**src/rtl/execute_muldiv.sv**
```systemverilog
// Iterative RV32M multiply/divide unit for the execute stage.
// One radix-2 step per cycle on operand magnitudes, followed by a single
// sign-fixup cycle, giving a fixed latency with no early-out.
//
// state | meaning
// IDLE  | waiting for Start; operands latched on the accepting edge
// RUN   | XLEN shift-add / restoring shift-subtract steps
// FIX   | sign correction, half/quotient/remainder select, Result load
// DONE  | Result valid, Done pulse for one cycle
module execute_muldiv #(
  parameter int XLEN = 32
) (
  input  logic            clk,
  input  logic            reset,
  input  logic            Start,
  input  logic [2:0]      MulDivOp,
  input  logic [XLEN-1:0] SrcA,
  input  logic [XLEN-1:0] SrcB,
  output logic            Busy,
  output logic            Done,
  output logic [XLEN-1:0] Result
);

  localparam int CW = (XLEN > 1) ? $clog2(XLEN) : 1;

  typedef enum logic [1:0] {IDLE, RUN, FIX, DONE} state_t;

  state_t state, state_next;

  logic [CW-1:0]     cnt;
  logic [2:0]        op;
  logic [XLEN-1:0]   a_reg, b_reg;
  logic [2*XLEN-1:0] prod;
  logic [XLEN-1:0]   quo, rem;

  logic              a_signed, b_signed, a_neg, b_neg;
  logic [XLEN-1:0]   a_mag, b_mag;
  logic [CW-1:0]     idx;
  logic [2*XLEN-1:0] mul_step, prod_fix;
  logic [XLEN:0]     rem_sh;
  logic [XLEN-1:0]   rem_diff, rem_next, quo_next, quo_fix, rem_fix;
  logic              rem_ge, div_zero;
  logic [XLEN-1:0]   result_sel;

  // MULHU, DIVU, REMU are fully unsigned; MULHSU keeps SrcA signed only.
  assign a_signed = (op != 3'b011) && (op != 3'b101) && (op != 3'b111);
  assign b_signed = a_signed && (op != 3'b010);
  assign a_neg    = a_signed & a_reg[XLEN-1];
  assign b_neg    = b_signed & b_reg[XLEN-1];
  assign a_mag    = a_neg ? -a_reg : a_reg;
  assign b_mag    = b_neg ? -b_reg : b_reg;

  // Both iterations walk the operand bits MSB first.
  assign idx      = CW'(XLEN - 1) - cnt;

  assign mul_step = {prod[2*XLEN-2:0], 1'b0}
                  + ({{XLEN{1'b0}}, a_mag} & {(2*XLEN){b_mag[idx]}});

  assign rem_sh   = {rem, a_mag[idx]};
  assign rem_ge   = rem_sh >= {1'b0, b_mag};
  assign rem_diff = rem_sh[XLEN-1:0] - b_mag;
  assign rem_next = rem_ge ? rem_diff : rem_sh[XLEN-1:0];
  assign quo_next = {quo[XLEN-2:0], rem_ge};

  // Divide by zero falls out of the restoring loop as all-ones/dividend
  // magnitude, but the sign fixup would corrupt it, so it is forced here.
  assign div_zero = (b_reg == '0);
  assign prod_fix = (a_neg ^ b_neg) ? -prod : prod;
  assign quo_fix  = div_zero ? '1 : ((a_neg ^ b_neg) ? -quo : quo);
  assign rem_fix  = div_zero ? a_reg : (a_neg ? -rem : rem);

  // Select the architectural result for the latched funct3.
  always_comb begin
    result_sel = '0;
    case (op)
      3'b000:                 result_sel = prod_fix[XLEN-1:0];
      3'b001, 3'b010, 3'b011: result_sel = prod_fix[2*XLEN-1:XLEN];
      3'b100, 3'b101:         result_sel = quo_fix;
      default:                result_sel = rem_fix;
    endcase
  end

  // State register.
  always_ff @(posedge clk or posedge reset) begin
    if (reset) state <= IDLE;
    else       state <= state_next;
  end

  // Next-state logic; Start is only looked at in IDLE so it never queues.
  always_comb begin
    state_next = state;
    case (state)
      IDLE:    if (Start) state_next = RUN;
      RUN:     if (cnt == CW'(XLEN - 1)) state_next = FIX;
      FIX:     state_next = DONE;
      DONE:    state_next = IDLE;
      default: state_next = IDLE;
    endcase
  end

  // Status outputs decoded from state.
  always_comb begin
    Busy = (state != IDLE);
    Done = (state == DONE);
  end

  // Operand latch, iteration datapath and result register.
  always_ff @(posedge clk or posedge reset) begin
    if (reset) begin
      cnt    <= '0;
      op     <= '0;
      a_reg  <= '0;
      b_reg  <= '0;
      prod   <= '0;
      quo    <= '0;
      rem    <= '0;
      Result <= '0;
    end else begin
      case (state)
        IDLE: begin
          if (Start) begin
            cnt   <= '0;
            op    <= MulDivOp;
            a_reg <= SrcA;
            b_reg <= SrcB;
            prod  <= '0;
            quo   <= '0;
            rem   <= '0;
          end
        end
        RUN: begin
          prod <= mul_step;
          quo  <= quo_next;
          rem  <= rem_next;
          cnt  <= cnt + 1'b1;
        end
        FIX:     Result <= result_sel;
        default: ;
      endcase
    end
  end

endmodule

```
**config.mk**
```make
export PLATFORM = sky130hd
export DESIGN_NAME = execute_muldiv
export DESIGN_NICKNAME = d
export VERILOG_FILES = /design/src/rtl/execute_muldiv.sv
export SDC_FILE = /design/constraint.sdc
export NUM_CORES = 1
export LEC_CHECK = 0
export CORE_MARGIN = 2
export CORE_UTILIZATION = 56
export DETAILED_ROUTE_END_ITERATION = 12
export PLACE_DENSITY = 0.78
export SLEW_MARGIN = 10
export SYNTH_ARGS = -nofsm -noshare
export SYNTH_HDL_FRONTEND = slang
export SYNTH_SLANG_ARGS = --single-unit
```
**constraint.sdc**
```tcl
create_clock -name clk -period 6.8 [get_ports clk]
set_input_delay 1.02 -clock clk [delete_from_list [all_inputs] [get_ports clk]]
set_output_delay 1.02 -clock clk [all_outputs]
set_load 0.05 [all_outputs]
```
==> run_results.csv <==
group,metric,value,unit
run_status,outcome,"completed",
hold_path,worstHoldPathCells,2,
sta,finalMaxSlewViolations,0,
sta,min_period,6440,ps
yosys,ys_seq_area_frac,0.307,
cts,clk_latency,570,ps
route,met1_length,26600,um
job,cap_viol_max_count,0,
route,wl_met3,5380,um
route,routedWlPerCell,24.0,um
sta,skew,21.2,ps
hold_path,worstHoldEndpoint,"Result[15]",
hold_path,hp-class,"flop to flop",
yosys,yosysWarnings,0,
yosys,synth_edf_count,0,
floorplanning,ios,104,
floorplanning,chipWidth,188,um
yosys,synth_nets,2444,
cts,path_clk_slew,60,ps
route,wl,66900,um
sta,tightestPinTransition,915,ps
sta,fmax,155,MHz
yosys,synthDistinctLibCells,79,
placement,dp.cells,2741,
setup_path,arrival,6910,ps
floorplanning,fp-row-count,67,
final_layout,stdcell_count,2791,
setup_path,r2r_end,"prod[38]",
setup_path,cp-end-kind,"flop",
route,ant_nets,0,
sta,tns,0,ps
setup_path,cpLargestDelayFamily,"simple AND/OR/NAND/NOR gates",
yosys,syn-cell-area,0.0191,mm^2
setup_path,critPathBufInv,2,
cts,cts_buffer_depth,3,
cts,cts_hold_buf,0,
setup_path,start_kind,"flop",
yosys,synthArstFlopShare,1.00,
route,via_per_inst,6.68,
yosys,ys_seq_elements,234,
sta,max-slew-margin-rel,0.374,
setup_path,slowest_delay,600,ps
global_routing,grt-ovfl-total,0,
setup_path,worstPathRequired,7270,ps
final_layout,antenna_cells,0,
setup_path,reg2reg_slack,360,ps
floorplanning,die_y,188,um
placement,gp_congestion,0.990,
yosys,netlist_instances,2298,
placement,hpwl,50100,um
final_layout,nNetsFinal,2469,
cts,post-cts-setup-buffer-count,0,
global_routing,antenna_found_initial,0,
setup_path,critPathKind,"flop to flop",
setup_path,startpoint,"b_reg[2]",
route,dr.pass1.iters,9,
route,num_vias,18700,
global_routing,grt_pass1_vias,17500,
sta,setup_viol,0,
placement,portBuffers,103,
final_layout,largest_register_ffs,64,
final_layout,largest-register,"prod",
cts,cts_num_sinks,234,
setup_path,path_cells,"or4_1 > or4_1 > o21ai_0 > xor2_1 > mux2i_1 > nor4_1 > nor4b_2 > a31oi_4 > buf_4 > o21ba_2 > ha_1 > nand2_1 > or3_1 > nor2_1 > a211o_1 > a41oi_1 > o31ai_2 > buf_4 > or3b_2 > xor2_1 > o21ai_0",
final_layout,area_delta_synth_final,12.4,%
route,drt_iter0_markers,2250,
sta,hold_violations,0,
setup_path,worst_path_max_delay_cell,"or4_1",
global_routing,grt_use_total,0.369,
setup_path,worstPathMaxFanout,16,
cts,root_buffer,"clkbuf_16",
route,topRoutingLayerUsed,"met4",
sta,fin_crit_sh,0.946,
setup_path,r2r_cells,21,
hold_path,hold_start,"Result[15]",
global_routing,grt_pass1_wl,103000,um
cts,numCtsBuffers,28,
setup_path,worstReg2RegStart,"b_reg[2]",
route,wl_met2,31300,um
cts,cts_tree,"built",
sta,rsz0062_at_grt,"false",
cts,cts-htree-levels,1,
final_layout,drive_gt1_frac,0.0918,
yosys,yosys_most_used_dff,"dfrtp_1",
floorplanning,floorplan.initialDensity,0.568,
global_routing,grt_max_degree,81,
yosys,syn_area_per_cell,8.29,um^2
floorplanning,core,0.0335,mm^2
route,drc_errors,0,
floorplanning,dieArea,0.0355,mm^2
## area by class of cell
| class | instances | area, um^2 |
|---|---|---|
| clock buffer | 38 | 779 |
| clock inverter | 12 | 115 |
| fill | 2887 | 12100 |
| inverter | 64 | 244 |
| multi-input combinational | 1837 | 12400 |
| sequential | 234 | 5860 |
| tap | 448 | 561 |
| timing repair buffer | 158 | 1440 |
## layer usage
| metal | track usage | up-vias |
|---|---|---|
| li1 | - | 8467 |
| met1 | 0.486 | 8934 |
| met2 | 0.604 | 1060 |
| met3 | 0.0503 | 190 |
| met4 | 0.170 | 0 |
| met5 | 0 | - |
## synthesized netlist by cell type, types with 26 or more instances
cell	instances	area [um^2]
a22o_1	37	324
mux2i_1	27	270
clkbuf_1	148	556
inv_1	62	233
dfrtp_1	234	5860
o21ai_0	223	1120
xor2_1	101	885
nor4_1	26	163
xnor2_1	161	1410
nand2_1	210	788
nor3_1	68	340
ha_1	74	926
mux2_2	73	822
nand3_1	44	220
a21o_1	29	218
a31oi_1	38	238
a21oi_1	140	701
nor2_1	177	664
## repair_timing
| item | in CTS | in global routing |
|---|---|---|
| endpoints found under the hold margin | 0 | 0 |
| endpoints found under the setup margin | 0 | 19 |
| resized for setup | 0 | 7 |
## worst min-delay path: stages, from the launching register on
cell and delay, ps:
dfrtp_1 340, nor2_1 40, nor2_1 70
## cell usage in the layout, fill, tap and decap left out, drive strengths merged, types with 15 or more instances in the layout
cell type	netlist	final
o211ai	18	18
or3	26	26
dfrtp	234	234
xnor2	161	161
a31oi	38	38
mux2	73	73
buf	15	55
a32oi	17	17
a21oi	140	140
o21ai	225	225
nand4	23	23
clkbuf	148	38
ha	74	74
a21o	29	29
a22o	37	37
mux2i	27	27
inv	62	61
nor2	177	177
or4	27	27
a211oi	21	21
nand3	44	44
o41ai	15	15
nand2	210	210
nor3	69	69
clkdlybuf4s50	0	103
and3	17	17
xor2	101	101
nor4	27	27
o31ai	24	24
## how the worst max path moves through the flow
stage | endpoint | slack, ps | depth (start not counted)
2_1_floorplan | prod[47] | 1050 | 24
3_3_place_gp | prod[63] | 280 | 20
5_1_grt | prod[59] | 60 | 22
6_report | prod[38] | 360 | 21
3_5_place_dp | prod[63] | 160 | 22
4_1_cts | prod[63] | 150 | 20
## stage by stage
stage	hold slack, ps	area, um^2	util	setup WS, ps
floorplan	470	19100	-	1050
global placement	480	20500	0.611	281
detailed placement	480	20500	0.611	156
CTS	495	21400	0.638	150
global route	543	21400	0.639	59.7
finish	493	21400	0.639	364
## cells by family after synthesis
family | Yosys count | share of synthesized area
simple gates | 696 | 0.177
compound gates | 700 | 0.238
fa+ha+maj | 76 | 0.0507
flops | 234 | 0.307
mux | 103 | 0.0609
buf+inv | 227 | 0.0453
xor+xnor | 262 | 0.120
Power is not shown: default switching activity piles up to over one toggle a cycle in this logic, so the estimate is an artifact.
